==> src/rtl/multiport_register_file.sv <==
// Multi-read-port register file with per-byte writes, write-through bypass,
// an optional hardwired-zero register 0, and a sequenced bulk-clear engine.
module multiport_register_file #(
  parameter int DATA_WIDTH = 32,
  parameter int ADDR_WIDTH = 5,
  parameter int READ_PORTS = 2,
  parameter int ZERO_REG   = 1
) (
  input  logic                             clock,
  input  logic                             reset,
  input  logic                             reg_write,
  input  logic [ADDR_WIDTH-1:0]            write_register,
  input  logic [DATA_WIDTH-1:0]            write_data,
  input  logic [DATA_WIDTH/8-1:0]          write_byte_enable,
  input  logic [READ_PORTS*ADDR_WIDTH-1:0] read_register,
  output logic [READ_PORTS*DATA_WIDTH-1:0] read_data,
  input  logic                             clear_start,
  output logic                             clear_busy
);
  localparam int DEPTH = 2**ADDR_WIDTH;
  localparam int BYTES = DATA_WIDTH/8;
  localparam logic [ADDR_WIDTH-1:0] LAST_ADDR = ADDR_WIDTH'(DEPTH-1);

  typedef enum logic {IDLE, CLEARING} state_t;

  state_t                  state_q, state_d;
  logic [ADDR_WIDTH-1:0]   cnt_q, cnt_d;
  logic                    busy_q, busy_d;
  logic [DATA_WIDTH-1:0]   regs_q [DEPTH];
  logic [DATA_WIDTH-1:0]   regs_d [DEPTH];
  logic                    wr_en;

  function automatic logic [DATA_WIDTH-1:0] merge_bytes(
    input logic [DATA_WIDTH-1:0] old_val,
    input logic [DATA_WIDTH-1:0] new_val,
    input logic [BYTES-1:0]      be
  );
    logic [DATA_WIDTH-1:0] res;
    for (int k = 0; k < BYTES; k++)
      res[8*k +: 8] = be[k] ? new_val[8*k +: 8] : old_val[8*k +: 8];
    return res;
  endfunction

  function automatic logic is_zero_reg(input logic [ADDR_WIDTH-1:0] a);
    return (ZERO_REG != 0) && (a == '0);
  endfunction

  assign clear_busy = busy_q;
  assign wr_en      = reg_write && !busy_q && !is_zero_reg(write_register);

  always_comb begin
    state_d = state_q;
    cnt_d   = cnt_q;
    busy_d  = busy_q;
    case (state_q)
      IDLE: begin
        if (clear_start) begin
          state_d = CLEARING;
          cnt_d   = '0;
          busy_d  = 1'b1;
        end
      end
      CLEARING: begin
        cnt_d = cnt_q + 1'b1;
        if (cnt_q == LAST_ADDR) begin
          state_d = IDLE;
          busy_d  = 1'b0;
        end
      end
    endcase
  end

  // The clear sweep owns the array while running; writes arriving then are dropped.
  always_comb begin
    regs_d = regs_q;
    if (state_q == CLEARING)
      regs_d[cnt_q] = '0;
    else if (wr_en)
      regs_d[write_register] = merge_bytes(regs_q[write_register], write_data, write_byte_enable);
  end

  always_ff @(posedge clock) begin
    if (!reset) begin
      state_q <= IDLE;
      cnt_q   <= '0;
      busy_q  <= 1'b0;
      for (int i = 0; i < DEPTH; i++)
        regs_q[i] <= '0;
    end else begin
      state_q <= state_d;
      cnt_q   <= cnt_d;
      busy_q  <= busy_d;
      regs_q  <= regs_d;
    end
  end

  for (genvar p = 0; p < READ_PORTS; p++) begin : g_rd
    logic [ADDR_WIDTH-1:0] addr;
    logic [DATA_WIDTH-1:0] rdata;

    assign addr = read_register[p*ADDR_WIDTH +: ADDR_WIDTH];

    // Bypass merges the in-flight write over the stored bytes so partial writes forward correctly.
    always_comb begin
      if (busy_q)
        rdata = '0;
      else if (is_zero_reg(addr))
        rdata = '0;
      else if (reg_write && (write_register == addr))
        rdata = merge_bytes(regs_q[addr], write_data, write_byte_enable);
      else
        rdata = regs_q[addr];
    end

    assign read_data[p*DATA_WIDTH +: DATA_WIDTH] = rdata;
  end

endmodule

==> config.mk <==
export PLATFORM = sky130hd
export DESIGN_NAME = multiport_register_file
export DESIGN_NICKNAME = d
export VERILOG_FILES = /design/src/rtl/multiport_register_file.sv
export SDC_FILE = /design/constraint.sdc
export NUM_CORES = 2
export LEC_CHECK = 0
export CAP_MARGIN = 0
export CORE_MARGIN = 2
export CORE_UTILIZATION = 50
export CTS_BUF_LIST = sky130_fd_sc_hd__clkbuf_2
export DETAILED_ROUTE_END_ITERATION = 6
export PLACE_DENSITY = 0.72
export SLEW_MARGIN = 20
export SYNTH_ARGS = -nofsm -noshare
export SYNTH_HDL_FRONTEND = slang
export SYNTH_SLANG_ARGS = --single-unit
==> constraint.sdc <==
create_clock -name clock -period 3.7 [get_ports clock]
set_input_delay 0.555 -clock clock [delete_from_list [all_inputs] [get_ports clock]]
set_output_delay 0.555 -clock clock [all_outputs]
set_load 0.05 [all_outputs]
Word-level counts from Yosys, hierarchy flattened
Index checks and enable logic that the tools add are counted.
{ "totals": {"rom_bits": 0, "reg_bits": 1031, "output_inout_bits": 65, "mem_bits_rw": 0, "n_memories": 0, "input_bits": 55, "latch_bits": 0, "word_cells": 109} }
{ "classes": {"div_mod_pow": 0, "n_mul": 0, "n_addsub": 1, "n_bitwise": 7, "eq_ne": 5, "shift": 0, "order_cmp": 6, "muxes": 42, "n_reduce_logical": 13} }
{ "ops": {"columns": ["op", "count"], "rows": [
  ["2-to-1 mux 1024 bit", 2],
  ["bitwise AND 1024 bit", 1],
  ["bitwise mux 1024 bit", 1],
  ["NOT 1024 bit", 1],
  ["binary-select mux 32 bit (select 5 bit)", 3],
  ["2-to-1 mux 32 bit", 14],
  ["demux 32 bit (select 5 bit)", 2],
  ["2-to-1 mux 8 bit", 12],
  ["greater-or-equal comparator 6 bit (second input constant)", 4],
  ["NOT 5 -> 6 bit", 4],
  ["logical NOT 5 bit", 3],
  ["< comparator 6 x 1 -> 1 bit (second input constant)", 2],
  ["equality test 5 bit", 2],
  ["one-hot mux 5 bit (2 select lines)", 1],
  ["logical AND 1 bit", 6],
  ["adder 5 x 1 -> 5 bit (second input constant)", 1],
  ["equality test 5 bit (second input constant)", 1],
  ["2-to-1 mux 5 bit", 1],
  ["2-to-1 mux 1 bit", 4],
  ["one-hot mux 1 bit (2 select lines)", 2],
  ["logical NOT 1 bit", 2],
  ["!= test 2 x 1 -> 1 bit (second input constant)", 1],
  ["!= test 2 bit (second input constant)", 1],
  ["AND reduction 2 bit", 1],
  ["2 further kinds", 2]
]} }

Logic depth before layout (Yosys ltp)
{ "logic_depth": {"word_depth": 8, "ltp_mapped": 12, "depth_no_buf": 7} }

Least setup slack after synthesis
OpenSTA, ideal clock, no wires.
{ "synth_timing": {"path_kind": "input-to-output", "from": "input write_register[0]", "to": "output read_data[15]", "slack_ns": -0.342, "t_required_ns": 3.145, "n_path_buf": 6, "cell_stages": 11, "t_arrival_ns": 3.487, "path_cell_list": "buf_4 > buf_6 > buf_6 > buf_6 > buf_6 > buf_4 > xnor2_1 > nand2_1 > nor2_1 > a211oi_1 > a221oi_1"} }
{ "synth_between": {"elab_chain_len": 5} }
{ "synth_rtl": {"columns": ["item", "line", "source"], "rows": [
  ["start, declared", "12", "input logic [ADDR_WIDTH-1:0] write_register,"],
  ["equality test 5 bit", "109", "else if (reg_write && (write_register == addr))"],
  ["logical AND 1 bit", "109", null],
  ["2-to-1 mux 32 bit", "109", null],
  ["2-to-1 mux 32 bit", "107", "else if (is_zero_reg(addr))"],
  ["2-to-1 mux 32 bit", "105", "if (busy_q)"],
  ["end, declared", "16", "output logic [READ_PORTS*DATA_WIDTH-1:0] read_data,"]
]} }
No other way between the ends.

Worst setup path after layout
{ "layout_timing": {"from": "register regs_q[119] (netlist name)", "to": "output read_data[23]"} }
{ "layout_between": {"elab_chain_len": 7} }
{ "layout_rtl": {"columns": ["item", "line", "source"], "rows": [
  ["start, declared", "29", "logic [DATA_WIDTH-1:0] regs_q [DEPTH];"],
  ["start signal, assigned", "93", "regs_q <= regs_d;"],
  ["binary-select mux 32 bit (select 5 bit) (*)", "110, 112", null],
  ["2-to-1 mux 32 bit (implied by the code) (*) (2 in series)", "110, 112", null],
  ["2-to-1 mux 8 bit", "40", "res[8*k +: 8] = be[k] ? new_val[8*k +: 8] : old_val[8*k +: 8];"],
  ["2-to-1 mux 32 bit (*)", "109", null],
  ["2-to-1 mux 32 bit (*)", "107", null],
  ["2-to-1 mux 32 bit (*)", "105", null]
]} }
Every way passes the cells marked *; elsewhere a longest branch is shown, timed or not. The select of a mux whose other input is x is not followed.

==> impl_metrics.csv <==
group,metric,value,unit
synth,synthDistinctLibCells,61,
synth,yosys-mux-area-fraction,0.3152,
worst_setup_path,worst-setup-path-type,"reg2out",
worst_setup_path,critPathCaptureType,"output port",
sta,final-setup-viol-count,61,
power_and_ir_drop,p_per_area,339.0,nW/um^2
place,detailed_placement_wirelength_estimate,164.0,mm
power_and_ir_drop,p_leak,24.42,nW
synth,post_synth_inst_count,5765,
worst_setup_path,worst_endpoint_required_time,3.14,ns
synth,synth_top_family_by_area,"multiplexers",
synth,synth-edff-count,0,
synth,synth_warnings,0,
drt,drt_iter0_markers,11274,
synth,synth-simple-area-share,0.09603,
synth,synth-compound-area-share,0.1823,
floorplan,starting_density_of_the_core,0.5022,
power_and_ir_drop,swShare,0.3306,
floorplan,coreArea,113900,um^2
sta,timing.max_slew.rel_slack,0.1409,
floorplan,height_of_the_chip,342.2,um
worst_setup_path,register_to_register_path_setup_slack,0.31,ns
synth,adder_cell_share_of_the_synthesized_area,0.001094,
drt,detail_route.vias_per_cell,7.425,
cts,worst_skew_pair.late_latency,1.71,ns
cts,cts_max_level,5,
place,portBuffers,119,
power_and_ir_drop,power_report.internal_total,15.31,mW
synth,synth-xor-area-share,0.001532,
synth,yosysTopAreaCell,"sky130_fd_sc_hd__dfxtp_1",
cts,clock-sinks,1031,
synth,synth_seq_cells,1031,
synth,commonest_cells_in_the_synthesized_netlist,"sky130_fd_sc_hd__dfxtp_1, sky130_fd_sc_hd__o21ai_0, sky130_fd_sc_hd__nand2_1",
synth,yosys-top-cells-area,"sky130_fd_sc_hd__dfxtp_1, sky130_fd_sc_hd__mux4_2, sky130_fd_sc_hd__mux2i_1, sky130_fd_sc_hd__o21ai_0, sky130_fd_sc_hd__nand2_1",
worst_setup_path,worst_r2r_startpoint,"clear_busy",
drt,drtPass1Iterations,7,
sta,post-route-worst-setup-slack,-0.5580,ns
synth,postSynthNetCount,5825,
layout,finalNetCount,6114,
worst_setup_path,worst-path-max-fanout,2,
global_route,grt_overflow_total,0,
global_route,grt_pass1_wl,370.4,mm
sta,timing.final.max_slew_violations,0,
sta,finalHoldViolations,0,
drt,drt_wl_total,260.3,mm
worst_setup_path,crit_arrival,3.70,ns
synth,synth-main-ff-cell,"sky130_fd_sc_hd__dfxtp_1",
layout,drive_above_1_share,0.3142,
synth,mappedNetlistArea,57180,um^2
worst_setup_path,cp-start-kind,"flip-flop",
global_route,initial_antenna_violation_count,14,
synth,share_of_flip_flops_with_an_asynchronous_set_or_reset_after_synthesis,0,
worst_setup_path,crit_start,"regs_q[119]",
worst_setup_path,timing.critical_path.mode_cell,"sky130_fd_sc_hd__mux4_2",
floorplan,die_area,117100,um^2
drt,vias_post_dr,57617,
worst_setup_path,rr_worst_depth,8,
job,max_cap_viol_count,0,
layout,instances_no_fill,7760,
status,failed_checks,"design-rule violations, negative setup slack",
worst_setup_path,timing.critical_path.depth,5,
sta,final_period_minus_worst_setup_slack,4.258,ns
power_and_ir_drop,p_sw,7.563,mW
place,place.gp.congestion,1.023,
synth,synth_largest_type_area_fraction,0.3609,
sta,rsz_0062_raised_after_global_routing,"yes",
power_and_ir_drop,power.clock.fraction,0.359,
worst_setup_path,crit-reg2reg-capture,"regs_q[106]",
worst_setup_path,critical_path.cell_chain,"mux4_2, mux4_2, a22oi_2, o21ai_4, buf_12",
synth,syn-mean-instance-area,9.919,um^2
place,dp_cells,7214,
sta,layout_worst_path_cycle_share,1.151,
global_route,grt_overall_usage,0.4329,
worst_setup_path,critical_path_buf_inv_count,1,
status,status,"finished with violations",
global_route,grt_pass1_vias,54324,
power_and_ir_drop,comb_power_share,0.154,
cts,cts_made_buffers,290,
power_and_ir_drop,worst_ir_drop_vdd,0.2438,mV
drt,antenna_left,0,
floorplan,io_pins,120,
cts,clk_path_buf_depth,4,
sta,max_freq,234.9,MHz
cts,cts_tree,"done",
layout,end_of_flow_core_utilization,0.5925,
sta,timing.hold.ws,0.08240,ns
worst_hold_path,holdCritPathClass,"in2reg",
layout,area_growth_syn_to_layout,18.00,%
worst_setup_path,critical_path.top_delay_family,"multiplexers",
drt,post_drt_wl_per_cell,33.55,um
synth,synth.most_common_cell,"sky130_fd_sc_hd__dfxtp_1",
floorplan,die_w,342.2,um
sta,worst_slew_pin_slew,1.286,ns
power_and_ir_drop,power.sequential.fraction,0.488,
drt,drt_drc_violations_left,27,
cts,clock-root-buffer,"sky130_fd_sc_hd__clkbuf_2",
place,pre_cts_slack,0.01173,ns
worst_setup_path,critical-path-slowest-cell,"sky130_fd_sc_hd__mux4_2",
global_route,grt_start_max_net_pins,80,
worst_setup_path,setup.worst_path.end,"read_data[23]",
cts,clkTransAtPathRegs,0.14,ns
worst_setup_path,max_stage_delay,0.50,ns
sta,clock_skew,0.2249,ns
synth,synth_seq_area_share,0.3609,
floorplan,core.rowCount,124,
-- worst min-delay path by stage --
| stage | from | to | slack [ns] | depth (start not counted) |
|---|---|---|---|---|
| floorplan | regs_q[737] | regs_q[737] | 0.45 | 2 |
| global placement | regs_q[741] | regs_q[741] | 0.46 | 2 |
| detailed placement | regs_q[742] | regs_q[742] | 0.47 | 2 |
| CTS | write_data[1] | regs_q[609] | 0.002 | 5 |
| global route | write_data[29] | regs_q[765] | 0.07 | 4 |
| finish | write_register[3] | regs_q[606] | 0.08 | 5 |
-- flip-flops by register name (all words and copies together), names as in the netlist --
name        flops
state_q         1
clear_busy      1
cnt_q           5
regs_q       1024
-- per-stage QoR --
step / setup TNS (ns) / cell area (um^2) / power (mW)
detailed placement: 0 / 63150 / 14.57
finish: -10.02 / 67480 / 22.88
global placement: 0 / 63030 / 14.54
floorplan: -0.6848 / 57180 / 13.03
CTS: -11.51 / 66830 / 22.53
global route: -12.81 / 67440 / 23.34
-- metal layers --
layer  vias up  part of all wire  GRT usage
met5         -           0.00033   0.001634
met3      1555              0.18     0.2031
met4        10             0.091     0.3261
met2      5903              0.40     0.5859
li1      22723                 -          -
met1     27426              0.33     0.5318
-- power by group through the flow --
stage,Clock (mW),Sequential [mW],Combinational (mW)
after floorplan,0,11.4,1.63
after global placement,0,11.4,3.13
after detailed placement,0,11.4,3.16
after CTS,8.11,11.2,3.27
after global routing,8.70,11.2,3.47
final,8.21,11.2,3.51
-- worst min-delay path, cell delays in order --
cell and delay (ns):
sky130_fd_sc_hd__clkdlybuf4s50_1 0.46, sky130_fd_sc_hd__buf_12 0.19, sky130_fd_sc_hd__nand3b_1 0.12, sky130_fd_sc_hd__nor3_1 0.07, sky130_fd_sc_hd__a22o_1 0.22
-- kinds of logic (layout without fill, tap and decap cells) --
group	count (synthesis)	count (layout)
compound gates	1701	1701
simple gates	1269	1269
mux	1145	1145
flops	1031	1031
buf+inv	604	1068
xor+xnor	10	10
fa+ha+maj	5	5
other cells	0	19
-- repair_timing --
item                                    in CTS  in global routing
hold buffers                                19                  0
pin swaps                                   97                 55
setup buffers                               29                 13
endpoints found under the setup margin      65                 64
endpoints found under the hold margin      682                  0
resized for setup                          305                141
-- cell usage in the layout, fill, tap and decap left out, types with 16 or more instances in the layout --
cell                                n
sky130_fd_sc_hd__o21ai_0          905
sky130_fd_sc_hd__dfxtp_1          890
sky130_fd_sc_hd__nand2_1          853
sky130_fd_sc_hd__mux2i_1          558
sky130_fd_sc_hd__mux4_2           522
sky130_fd_sc_hd__clkbuf_2         389
sky130_fd_sc_hd__buf_4            345
sky130_fd_sc_hd__o22ai_1          192
sky130_fd_sc_hd__a22oi_1          176
sky130_fd_sc_hd__buf_12           150
sky130_fd_sc_hd__dfxtp_2          139
sky130_fd_sc_hd__a22o_1           131
sky130_fd_sc_hd__nor3_1            63
sky130_fd_sc_hd__nor2_1            56
sky130_fd_sc_hd__a21oi_1           55
sky130_fd_sc_hd__a32o_2            53
sky130_fd_sc_hd__clkinv_1          51
sky130_fd_sc_hd__nor3_2            49
sky130_fd_sc_hd__o221ai_1          46
sky130_fd_sc_hd__clkdlybuf4s50_1   41
sky130_fd_sc_hd__and2_1            35
sky130_fd_sc_hd__nor2_4            31
sky130_fd_sc_hd__o31ai_1           29
sky130_fd_sc_hd__mux2i_2           28
sky130_fd_sc_hd__and3_1            27
sky130_fd_sc_hd__nand4_1           24
sky130_fd_sc_hd__o21ai_1           23
sky130_fd_sc_hd__diode_2           19
sky130_fd_sc_hd__dlygate4sd3_1     19
sky130_fd_sc_hd__buf_6             19
sky130_fd_sc_hd__mux2_4            16
sky130_fd_sc_hd__nand3_2           16
-- cell type report --
type	count	area, um^2
fill	9517	46400
multi-input combinational	4130	35680
sequential	1031	20820
timing repair buffer	590	6649
clock buffer	389	1947
tap	1512	1892
clock inverter	78	397.9
antenna	19	47.55
inverter	11	41.29
(Power assumes the default switching activity.)
